===== src/rtl/pc_branch_unit_pkg.sv =====
// rtl/pc_branch_unit_pkg.sv - branch opcode encodings and condition helpers
package pc_branch_unit_pkg;

    typedef enum logic [2:0] {
        COND_B   = 3'b000,
        COND_BEQ = 3'b001,
        COND_BNE = 3'b010,
        COND_BLT = 3'b011,
        COND_BLE = 3'b100,
        COND_RET = 3'b101,
        COND_BLX = 3'b110,
        COND_BL  = 3'b111
    } cond_e;

    function automatic logic cond_taken(cond_e c, logic n, logic v, logic z);
        logic t;
        t = 1'b0;
        case (c)
            COND_B, COND_RET, COND_BLX, COND_BL: t = 1'b1;
            COND_BEQ: t = z;
            COND_BNE: t = !z;
            COND_BLT: t = (n != v);
            COND_BLE: t = (n != v) || z;
            default:  t = 1'b0;
        endcase
        return t;
    endfunction

    function automatic logic cond_is_call(cond_e c);
        return (c == COND_BL) || (c == COND_BLX);
    endfunction

endpackage


===== src/rtl/pc_branch_unit_ras_stack.sv =====
// rtl/pc_branch_unit_ras_stack.sv - circular return-address stack with sticky error flags
module ras_stack #(
    parameter int PC_W      = 9,
    parameter int RAS_DEPTH = 4
) (
    input  logic            clk,
    input  logic            reset,
    input  logic            push,
    input  logic            pop,
    input  logic [PC_W-1:0] din,
    output logic [PC_W-1:0] dout,
    output logic            empty,
    output logic            full,
    output logic            ovf,
    output logic            unf
);

    localparam int AW = $clog2(RAS_DEPTH);

    logic [PC_W-1:0] mem [RAS_DEPTH];
    logic [AW-1:0]   sp;
    logic [AW:0]     count;

    assign empty = (count == '0);
    assign full  = (count == (AW+1)'(RAS_DEPTH));
    assign dout  = mem[sp - AW'(1)];

    // sp always names the next write slot, so when full it also names the oldest entry
    always_ff @(posedge clk or posedge reset) begin
        if (reset) begin
            sp    <= '0;
            count <= '0;
            ovf   <= 1'b0;
            unf   <= 1'b0;
        end else if (push) begin
            sp <= sp + AW'(1);
            if (full) begin
                ovf <= 1'b1;
            end else begin
                count <= count + (AW+1)'(1);
            end
        end else if (pop) begin
            if (empty) begin
                unf <= 1'b1;
            end else begin
                sp    <= sp - AW'(1);
                count <= count - (AW+1)'(1);
            end
        end
    end

    always_ff @(posedge clk) begin
        if (push && !reset) begin
            mem[sp] <= din;
        end
    end

endmodule


===== src/rtl/pc_branch_unit.sv =====
// rtl/pc_branch_unit.sv - program counter with conditional branches, calls and returns
module pc_branch_unit
    import pc_branch_unit_pkg::*;
#(
    parameter int              PC_W      = 9,
    parameter int              RAS_DEPTH = 4,
    parameter logic [PC_W-1:0] RESET_PC  = '0
) (
    input  logic            clk,
    input  logic            reset,
    input  logic            exec,
    input  logic            inc,
    input  logic [2:0]      cond,
    input  logic [PC_W-1:0] sximm8,
    input  logic [PC_W-1:0] rd_val,
    input  logic            V,
    input  logic            N,
    input  logic            Z,
    output logic [PC_W-1:0] pc,
    output logic            taken,
    output logic [PC_W-1:0] link,
    output logic            ras_empty,
    output logic            ras_full,
    output logic            ras_ovf,
    output logic            ras_unf
);

    cond_e           op;
    logic            br_taken;
    logic            push;
    logic            pop;
    logic [PC_W-1:0] target;
    logic [PC_W-1:0] ras_top;

    assign op = cond_e'(cond);

    always_comb begin
        br_taken = exec && cond_taken(op, N, V, Z);
        push     = exec && cond_is_call(op);
        pop      = exec && (op == COND_RET);
        target   = pc + sximm8;
        if (op == COND_BLX) begin
            target = rd_val;
        end else if (op == COND_RET) begin
            // returning with nothing on the stack falls back to the register target
            target = ras_empty ? rd_val : ras_top;
        end
    end

    always_ff @(posedge clk or posedge reset) begin
        if (reset) begin
            pc    <= RESET_PC;
            taken <= 1'b0;
            link  <= '0;
        end else begin
            taken <= br_taken;
            if (br_taken) begin
                pc <= target;
            end else if (!exec && inc) begin
                pc <= pc + PC_W'(1);
            end
            if (push) begin
                link <= pc;
            end
        end
    end

    ras_stack #(
        .PC_W      (PC_W),
        .RAS_DEPTH (RAS_DEPTH)
    ) u_ras (
        .clk   (clk),
        .reset (reset),
        .push  (push),
        .pop   (pop),
        .din   (pc),
        .dout  (ras_top),
        .empty (ras_empty),
        .full  (ras_full),
        .ovf   (ras_ovf),
        .unf   (ras_unf)
    );

endmodule


===== config.mk =====
export PLATFORM = sky130hd
export DESIGN_NAME = pc_branch_unit
export DESIGN_NICKNAME = d
export VERILOG_FILES = /design/src/rtl/pc_branch_unit_pkg.sv /design/src/rtl/pc_branch_unit_ras_stack.sv /design/src/rtl/pc_branch_unit.sv
export SDC_FILE = /design/constraint.sdc
export NUM_CORES = 1
export LEC_CHECK = 0
export CAP_MARGIN = 40
export CORE_ASPECT_RATIO = 1.1
export CORE_MARGIN = 5
export CORE_UTILIZATION = 63
export CTS_CLUSTER_DIAMETER = 80
export DETAILED_ROUTE_END_ITERATION = 6
export DONT_BUFFER_PORTS = 1
export HOLD_SLACK_MARGIN = 0.02
export PLACE_DENSITY = 0.81
export SLEW_MARGIN = 20
export SYNTH_ARGS = -nofsm -noshare
export SYNTH_HDL_FRONTEND = slang
export SYNTH_SLANG_ARGS = --single-unit

===== constraint.sdc =====
create_clock -name clk -period 2.7 [get_ports clk]
set_clock_uncertainty 0.15 [all_clocks]
set_input_delay 0.54 -clock clk [delete_from_list [all_inputs] [get_ports clk]]
set_output_delay 0.54 -clock clk [all_outputs]
set_load 0.01 [all_outputs]

# --- After elaboration in Yosys (flattened, before gate mapping) ---
# Memory sizes are Yosys's and may differ from the RTL's.
# Cells that the tools add are included.
word_totals:
  regBits: 26
  latchBits: 0
  ramBits: 36
  rom_bits: 0
  input_bits: 28
  output_inout_bits: 23
  wordCells: 60
  mem_count: 1
mem_list:
  columns: ["name", "words", "width", "read_ports", "rd_ports_with_merged_regs", "wr", "line_no", "text"]
  rows:
  - ["u_ras.mem", 4, 9, 1, 0, 1, "pc_branch_unit_ras_stack.sv:20", "logic [PC_W-1:0] mem [RAS_DEPTH];"]
op_classes:
  addsub: 6
  multipliers: 0
  n_div: 0
  magnitude_cmp: 0
  n_eq_ne: 11
  shift: 0
  mux: 15
  bitwise_logic: 1
  reduce_logical: 19
ops:
  columns: ["op", "count"]
  rows:
  - ["2-to-1 mux 9 bit", 5]
  - ["equality test 3 bit, second input constant", 5]
  - ["2-to-1 mux 3 bit", 4]
  - ["adder 9 x 1 -> 9 bit, second input constant", 1]
  - ["adder 9 bit", 1]
  - ["equality test 3 x 2 -> 1 bit, second input constant", 2]
  - ["logical NOT 3 bit", 2]
  - ["2-to-1 mux 2 bit", 3]
  - ["AND reduction 3 bit", 2]
  - ["logical AND 1 bit", 5]
  - ["one-hot mux 1 bit (5 select lines)", 1]
  - ["AND reduction 2 bit", 2]
  - ["nonzero test 2 bit", 2]
  - ["OR reduction 4 bit", 1]
  - ["adder 3 x 1 -> 3 bit, second input constant", 1]
  - ["equality test 3 x 1 -> 1 bit, second input constant", 1]
  - ["logical NOT 1 bit", 3]
  - ["subtractor 3 x 1 -> 3 bit, second input constant", 1]
  - ["adder 2 x 1 -> 2 bit, second input constant", 1]
  - ["logical OR 1 bit", 2]
  - ["2-to-1 mux 1 bit", 2]
  - ["!= test 2 x 1 -> 1 bit, second input constant", 1]
  - ["!= test 2 bit, second input constant", 1]
  - ["subtractor 2 x 1 -> 2 bit, second input constant", 1]
  - ["2 further kinds", 2]

# --- Depth between registers and ports, before layout ---
depth:
  depth_word: 6
  mapped_depth: 9
  depth_no_buf: 9

# --- Modules after synthesis ---
# A second synthesis with hierarchy kept.
hier_totals:
  hier_cells: 270
  area_unflattened_um2: 3330.7
by_module_without_submodules:
  columns: ["mod", "n_inst", "cells_each", "area_each_um2"]
  rows:
  - ["ras_stack", 1, 96, 1775.5]
  - ["pc_branch_unit", 1, 174, 1555.2]

# --- Least setup slack after synthesis ---
# No wires, ideal clock.
synth_timing:
  kind: "in2reg"
  from: "in cond[2]"
  to: "mem u_ras.mem[3][0], enable pin"
  arrival_time_ns: 1.964
  required_time_ns: 2.161
  setup_slack_ns: 0.197
  stages: 5
  n_path_buf: 3
  cell_sequence: "buf_2 nand3_1 buf_2 buf_1 nor3b_1"
synth_between:
  elab_chain_cells: 6
synth_rtl:
  columns: ["item", "line_no", "text"]
  rows:
  - ["start: declaration", "pc_branch_unit.sv:13", "input logic [2:0] cond,"]
  - ["equality test 3 bit", "pc_branch_unit_pkg.sv:30", "return (c == COND_BL) || (c == COND_BLX);"]
  - ["logical OR 1 bit *", "pc_branch_unit_pkg.sv:30", null]
  - ["logical AND 1 bit *", "pc_branch_unit.sv:39", "push = exec && cond_is_call(op);"]
  - ["logical AND 1 bit *", "pc_branch_unit_ras_stack.sv:53", "if (push && !reset) begin"]
  - ["2-to-1 mux 1 bit *", "pc_branch_unit_ras_stack.sv:53", null]
  - ["2-to-1 mux 1 bit (not written as such) *", "pc_branch_unit_ras_stack.sv:54", "mem[sp] <= din;"]
  - ["end: declaration", "pc_branch_unit_ras_stack.sv:20", null]
# Every way passes the cells marked *; elsewhere a longest branch is shown, timed or not.

# --- Worst setup path in the final report ---
layout_timing:
  from: "reg pc[0]"
  to: "reg pc[8]"
layout_between:
  elab_chain_cells: 4
layout_rtl:
  columns: ["item", "line_no", "text"]
  rows:
  - ["start: declaration", "pc_branch_unit.sv:19", "output logic [PC_W-1:0] pc,"]
  - ["start signal: assignment", "pc_branch_unit.sv:58", "pc <= target;"]
  - ["start signal: assignment", "pc_branch_unit.sv:60", "pc <= pc + PC_W'(1);"]
  - ["adder 9 bit", "pc_branch_unit.sv:41", "target = pc + sximm8;"]
  - ["2-to-1 mux 9 bit", "pc_branch_unit.sv:44", "end else if (op == COND_RET) begin"]
  - ["2-to-1 mux 9 bit", "pc_branch_unit.sv:42", "if (op == COND_BLX) begin"]
  - ["2-to-1 mux 9 bit *", "pc_branch_unit.sv:57", "if (br_taken) begin"]
# Every way passes the cells marked *; elsewhere a longest branch is shown, timed or not. The select of a mux whose other input is x is not followed.
# A chain may end at the register's enable or synchronous reset.

==> flow_metrics.tcl <==
set metrics [dict create \
    run_status "finished clean" \
    post_route_wl_um 7403 \
    min_delay_worst_endpoint "pc[4]" \
    power_per_cell_area_nw_per_um2 1094 \
    path_clk_slew_ns 0.07 \
    postLayoutCoreUtil_pct 71.73 \
    timing.critical_path.from_type "flip-flop" \
    antenna_violating_nets_post_route 0 \
    unrepaired_setup_endpoints_after_global_routing "no" \
    fin_tns_setup_ns 0 \
    yosysTopAreaCellShare_pct 32.41 \
    synthArstFlopShare_pct 41.94 \
    worst_hold_startpoint "rd_val[4]" \
    port_buffers 0 \
    slew_violations 0 \
    timing.hold.worst.class "primary input to flip-flop" \
    path_class "flip-flop to flip-flop" \
    cts_buffer_depth 2 \
    vias 2238 \
    max_cap_violations 0 \
    die_h_um 86.32 \
    gr-usage-all-layers_pct 23.33 \
    timing.critical_path.arrival_ns 2.35 \
    grt_antenna_before_repair 0 \
    initialDrtViolationCount 163 \
    regToRegSetupSlack_ns 0.38 \
    fmax_ghz 0.4319 \
    worst_r2r_endpoint "pc[8]" \
    floorplan.initialDensity_pct 65.83 \
    leakagePower_nw 1.393 \
    wire_length_of_the_first_global_routing_pass_um 11920 \
    die-width_um 79.38 \
    syn_area_um2 3336 \
    timing.hold.worst_path_depth 2 \
    count_of_hold_buffers_inserted_by_post_cts_repair 1 \
    slew_headroom_pct 53.16 \
    num_antenna_cells 0 \
    clock_root_buffer "sky130_fd_sc_hd__clkbuf_8" \
    final_min_period_over_clock_period_pct 85.76 \
    cts_repair_resize_count 0 \
    synthesis.area_per_instance_um2 12.45 \
    critical_path_peak_fanout 4 \
    num_io_pins 51 \
    pre_cts_slack_ns 0.1581 \
    cp_data_required_time_ns 2.74 \
    grt_pass1_vias 2243 \
    grt.overflow.total 0 \
    dominantRegCellSynth "sky130_fd_sc_hd__edfxtp_1" \
    numClockSinks 62 \
    wl_per_cell_um 21.27 \
    place_hpwl_um 5469 \
    power_mw 3.977 \
    met1_layer_usage_reported_by_global_route_pct 29.60 \
    synth_cells 268 \
    pin_count_of_the_biggest_net_entering_global_routing 18 \
    number_of_warnings_reported_in_the_yosys_synthesis_log 0 \
    final_hold_viol_count 0 \
    period_minus_slack_ns 2.315 \
    drt_drc_violations_left 0 \
    place.gp.congestion 0.8562 \
    tritoncts "done" \
    numCtsBuffers 9 \
    edff_count_synth 36 \
    yosysTopAreaCell "sky130_fd_sc_hd__edfxtp_1" \
    rr_startpoint "pc[0]" \
    worst_setup_path_startpoint "pc[0]" \
    layout.area.seq_um2 1732 \
    critPathCaptureType "flip-flop" \
    design.die.area_um2 6852 \
    grtUsageMet3_pct 6.757 \
    post_drt_via_cell_ratio 6.431 \
    report.final.setup_viol 0 \
    firstDrtPassIters 4 \
    reg2reg_depth 9 \
    floorplan.core_area_um2 5067 \
    synth_cell_type_count 55 \
    area_delta_synth_final_pct 8.965 \
    final.fill_count 356 \
    placed_cell_area_um2 3442 \
    timing_worst_slew_pin_value_ns 0.7000 \
    floorplan.rows 27 \
    area_of_the_multi_input_gates_um2 1460 \
    postSynthNetCount 311 \
    synth_area_leaders "sky130_fd_sc_hd__edfxtp_1 (32%), sky130_fd_sc_hd__dfrtp_1 (20%), sky130_fd_sc_hd__mux4_2 (6.1%)" \
    ctsHtreeMaxLevel 3 \
    total_nets_final 328 \
    clk-insertion-delay-late_ns 0.33 \
    synth_seq_area_share_pct 51.91 \
    max-vdd-ir-drop_mv 0.7845 \
    cts.repair_timing.setup_buffer_count 0 \
    final_non_filler_cell_area_um2 3635 \
    busiest_layer "met2" \
    final_layout_size_suffix_gt1_share_pct 21.72 \
    finalWorstSetupSlack_ns 0.3846 \
    synth-seq-cells 62 \
    grt.met2_usage_pct 37.98 \
]
## cells by family (layout without fill, tap and decap cells)
logic type / after synthesis / count (layout) / share of synthesized area [%]
simple gates: 81 / 81 / 12.72
compound gates: 53 / 53 / 11.33
xor+xnor: 16 / 16 / 4.201
buf+inv: 22 / 44 / 4.314
flops: 62 / 62 / 51.91
fa+ha+maj: 15 / 15 / 6.077
mux: 19 / 19 / 9.452
## synthesized netlist by cell type (2+ instances only)
library cell	count
sky130_fd_sc_hd__a211oi_1	5
sky130_fd_sc_hd__and3_1	3
sky130_fd_sc_hd__o21ai_2	2
sky130_fd_sc_hd__buf_6	6
sky130_fd_sc_hd__o21ai_1	3
sky130_fd_sc_hd__xnor2_1	6
sky130_fd_sc_hd__mux4_2	9
sky130_fd_sc_hd__or3_1	2
sky130_fd_sc_hd__nand2b_1	2
sky130_fd_sc_hd__nand2b_4	2
sky130_fd_sc_hd__ha_1	13
sky130_fd_sc_hd__fa_1	2
sky130_fd_sc_hd__a31oi_1	7
sky130_fd_sc_hd__dfrtp_1	26
sky130_fd_sc_hd__mux2_2	9
sky130_fd_sc_hd__nor3_1	3
sky130_fd_sc_hd__clkbuf_1	2
sky130_fd_sc_hd__nor2_1	23
sky130_fd_sc_hd__nor2b_1	2
sky130_fd_sc_hd__inv_1	7
sky130_fd_sc_hd__nor4_1	3
sky130_fd_sc_hd__buf_2	3
sky130_fd_sc_hd__nand3b_1	2
sky130_fd_sc_hd__a41o_1	2
sky130_fd_sc_hd__nand4_1	2
sky130_fd_sc_hd__o21ai_0	7
sky130_fd_sc_hd__a21oi_1	13
sky130_fd_sc_hd__edfxtp_1	36
sky130_fd_sc_hd__nand2_1	23
sky130_fd_sc_hd__xor2_1	10
sky130_fd_sc_hd__nand3_1	3
sky130_fd_sc_hd__inv_2	2
sky130_fd_sc_hd__nor3b_1	5
sky130_fd_sc_hd__a22oi_1	2
## worst max-delay path: stages, from the launching register on
cell and delay (ns):
sky130_fd_sc_hd__dfrtp_1 0.34, sky130_fd_sc_hd__ha_1 0.18, sky130_fd_sc_hd__inv_1 0.06, sky130_fd_sc_hd__fa_1 0.39
sky130_fd_sc_hd__nand2b_1 0.18, sky130_fd_sc_hd__a21oi_1 0.30, sky130_fd_sc_hd__a211oi_1 0.17, sky130_fd_sc_hd__xnor2_1 0.15
sky130_fd_sc_hd__o21ai_0 0.15, sky130_fd_sc_hd__a31oi_1 0.09
## sequential cells by signal, indices dropped and copies added, names as in the netlist
name,cells
link,9
u_ras.ovf,1
taken,1
u_ras.mem,36
u_ras.sp,2
u_ras.count,3
pc,9
u_ras.unf,1
## worst max path at each step
stage                      endpoint  slack (ns)  cells after the start
detailed placement            pc[8]        0.16                      9
CTS                           pc[8]        0.37                      9
global route                  pc[8]        0.16                      9
global placement              pc[8]        0.27                      9
finish                        pc[8]        0.38                      9
floorplan           u_ras.mem[3][0]        0.20                      5
## per-stage QoR
step,cells,hold slack [ns]
2_1_floorplan,268,0.2987
3_3_place_gp,331,0.3151
3_5_place_dp,331,0.3328
4_1_cts,348,0.1987
5_1_grt,348,0.2016
6_report,348,0.2049
## report_power, final
group	internal, mW	leakage (nW)	switching (mW)
Clock	0.424	0.0904	0.341
Combinational	0.752	0.679	0.948
Sequential	1.29	0.624	0.226
## cells in the final DEF, fill, tap and decap left out, types with 3 or more instances in the layout
master and instances:
sky130_fd_sc_hd__clkbuf_8 9, sky130_fd_sc_hd__a21oi_1 13, sky130_fd_sc_hd__ha_1 13, sky130_fd_sc_hd__nor3_1 3
sky130_fd_sc_hd__clkbuf_1 3, sky130_fd_sc_hd__dfrtp_1 26, sky130_fd_sc_hd__inv_1 7, sky130_fd_sc_hd__mux2_2 9
sky130_fd_sc_hd__edfxtp_1 36, sky130_fd_sc_hd__nand3_1 3, sky130_fd_sc_hd__mux4_2 9, sky130_fd_sc_hd__a211oi_1 5
sky130_fd_sc_hd__nor4_1 3, sky130_fd_sc_hd__xnor2_1 6, sky130_fd_sc_hd__buf_4 17, sky130_fd_sc_hd__nor2_1 23
sky130_fd_sc_hd__o21ai_0 7, sky130_fd_sc_hd__xor2_1 10, sky130_fd_sc_hd__a31oi_1 7, sky130_fd_sc_hd__nand2_1 23
sky130_fd_sc_hd__and3_1 3, sky130_fd_sc_hd__o21ai_1 3, sky130_fd_sc_hd__nor3b_1 5
## metal layers
metal  up-vias  part of all wire (%)
met4         0                   1.1
met3        11                   9.1
li1       1040                     -
met2        95                    49
met5         -                     0
met1      1092                    40
## cell type report
class | count | share of cell area [%]
clock inverter | 4 | 1.308
sequential | 62 | 47.64
clock buffer | 12 | 3.718
multi-input combinational | 184 | 40.17
inverter | 10 | 1.377
tap | 58 | 1.997
timing repair buffer | 18 | 3.787
No activity file was read; power rests on OpenSTA's default activity.
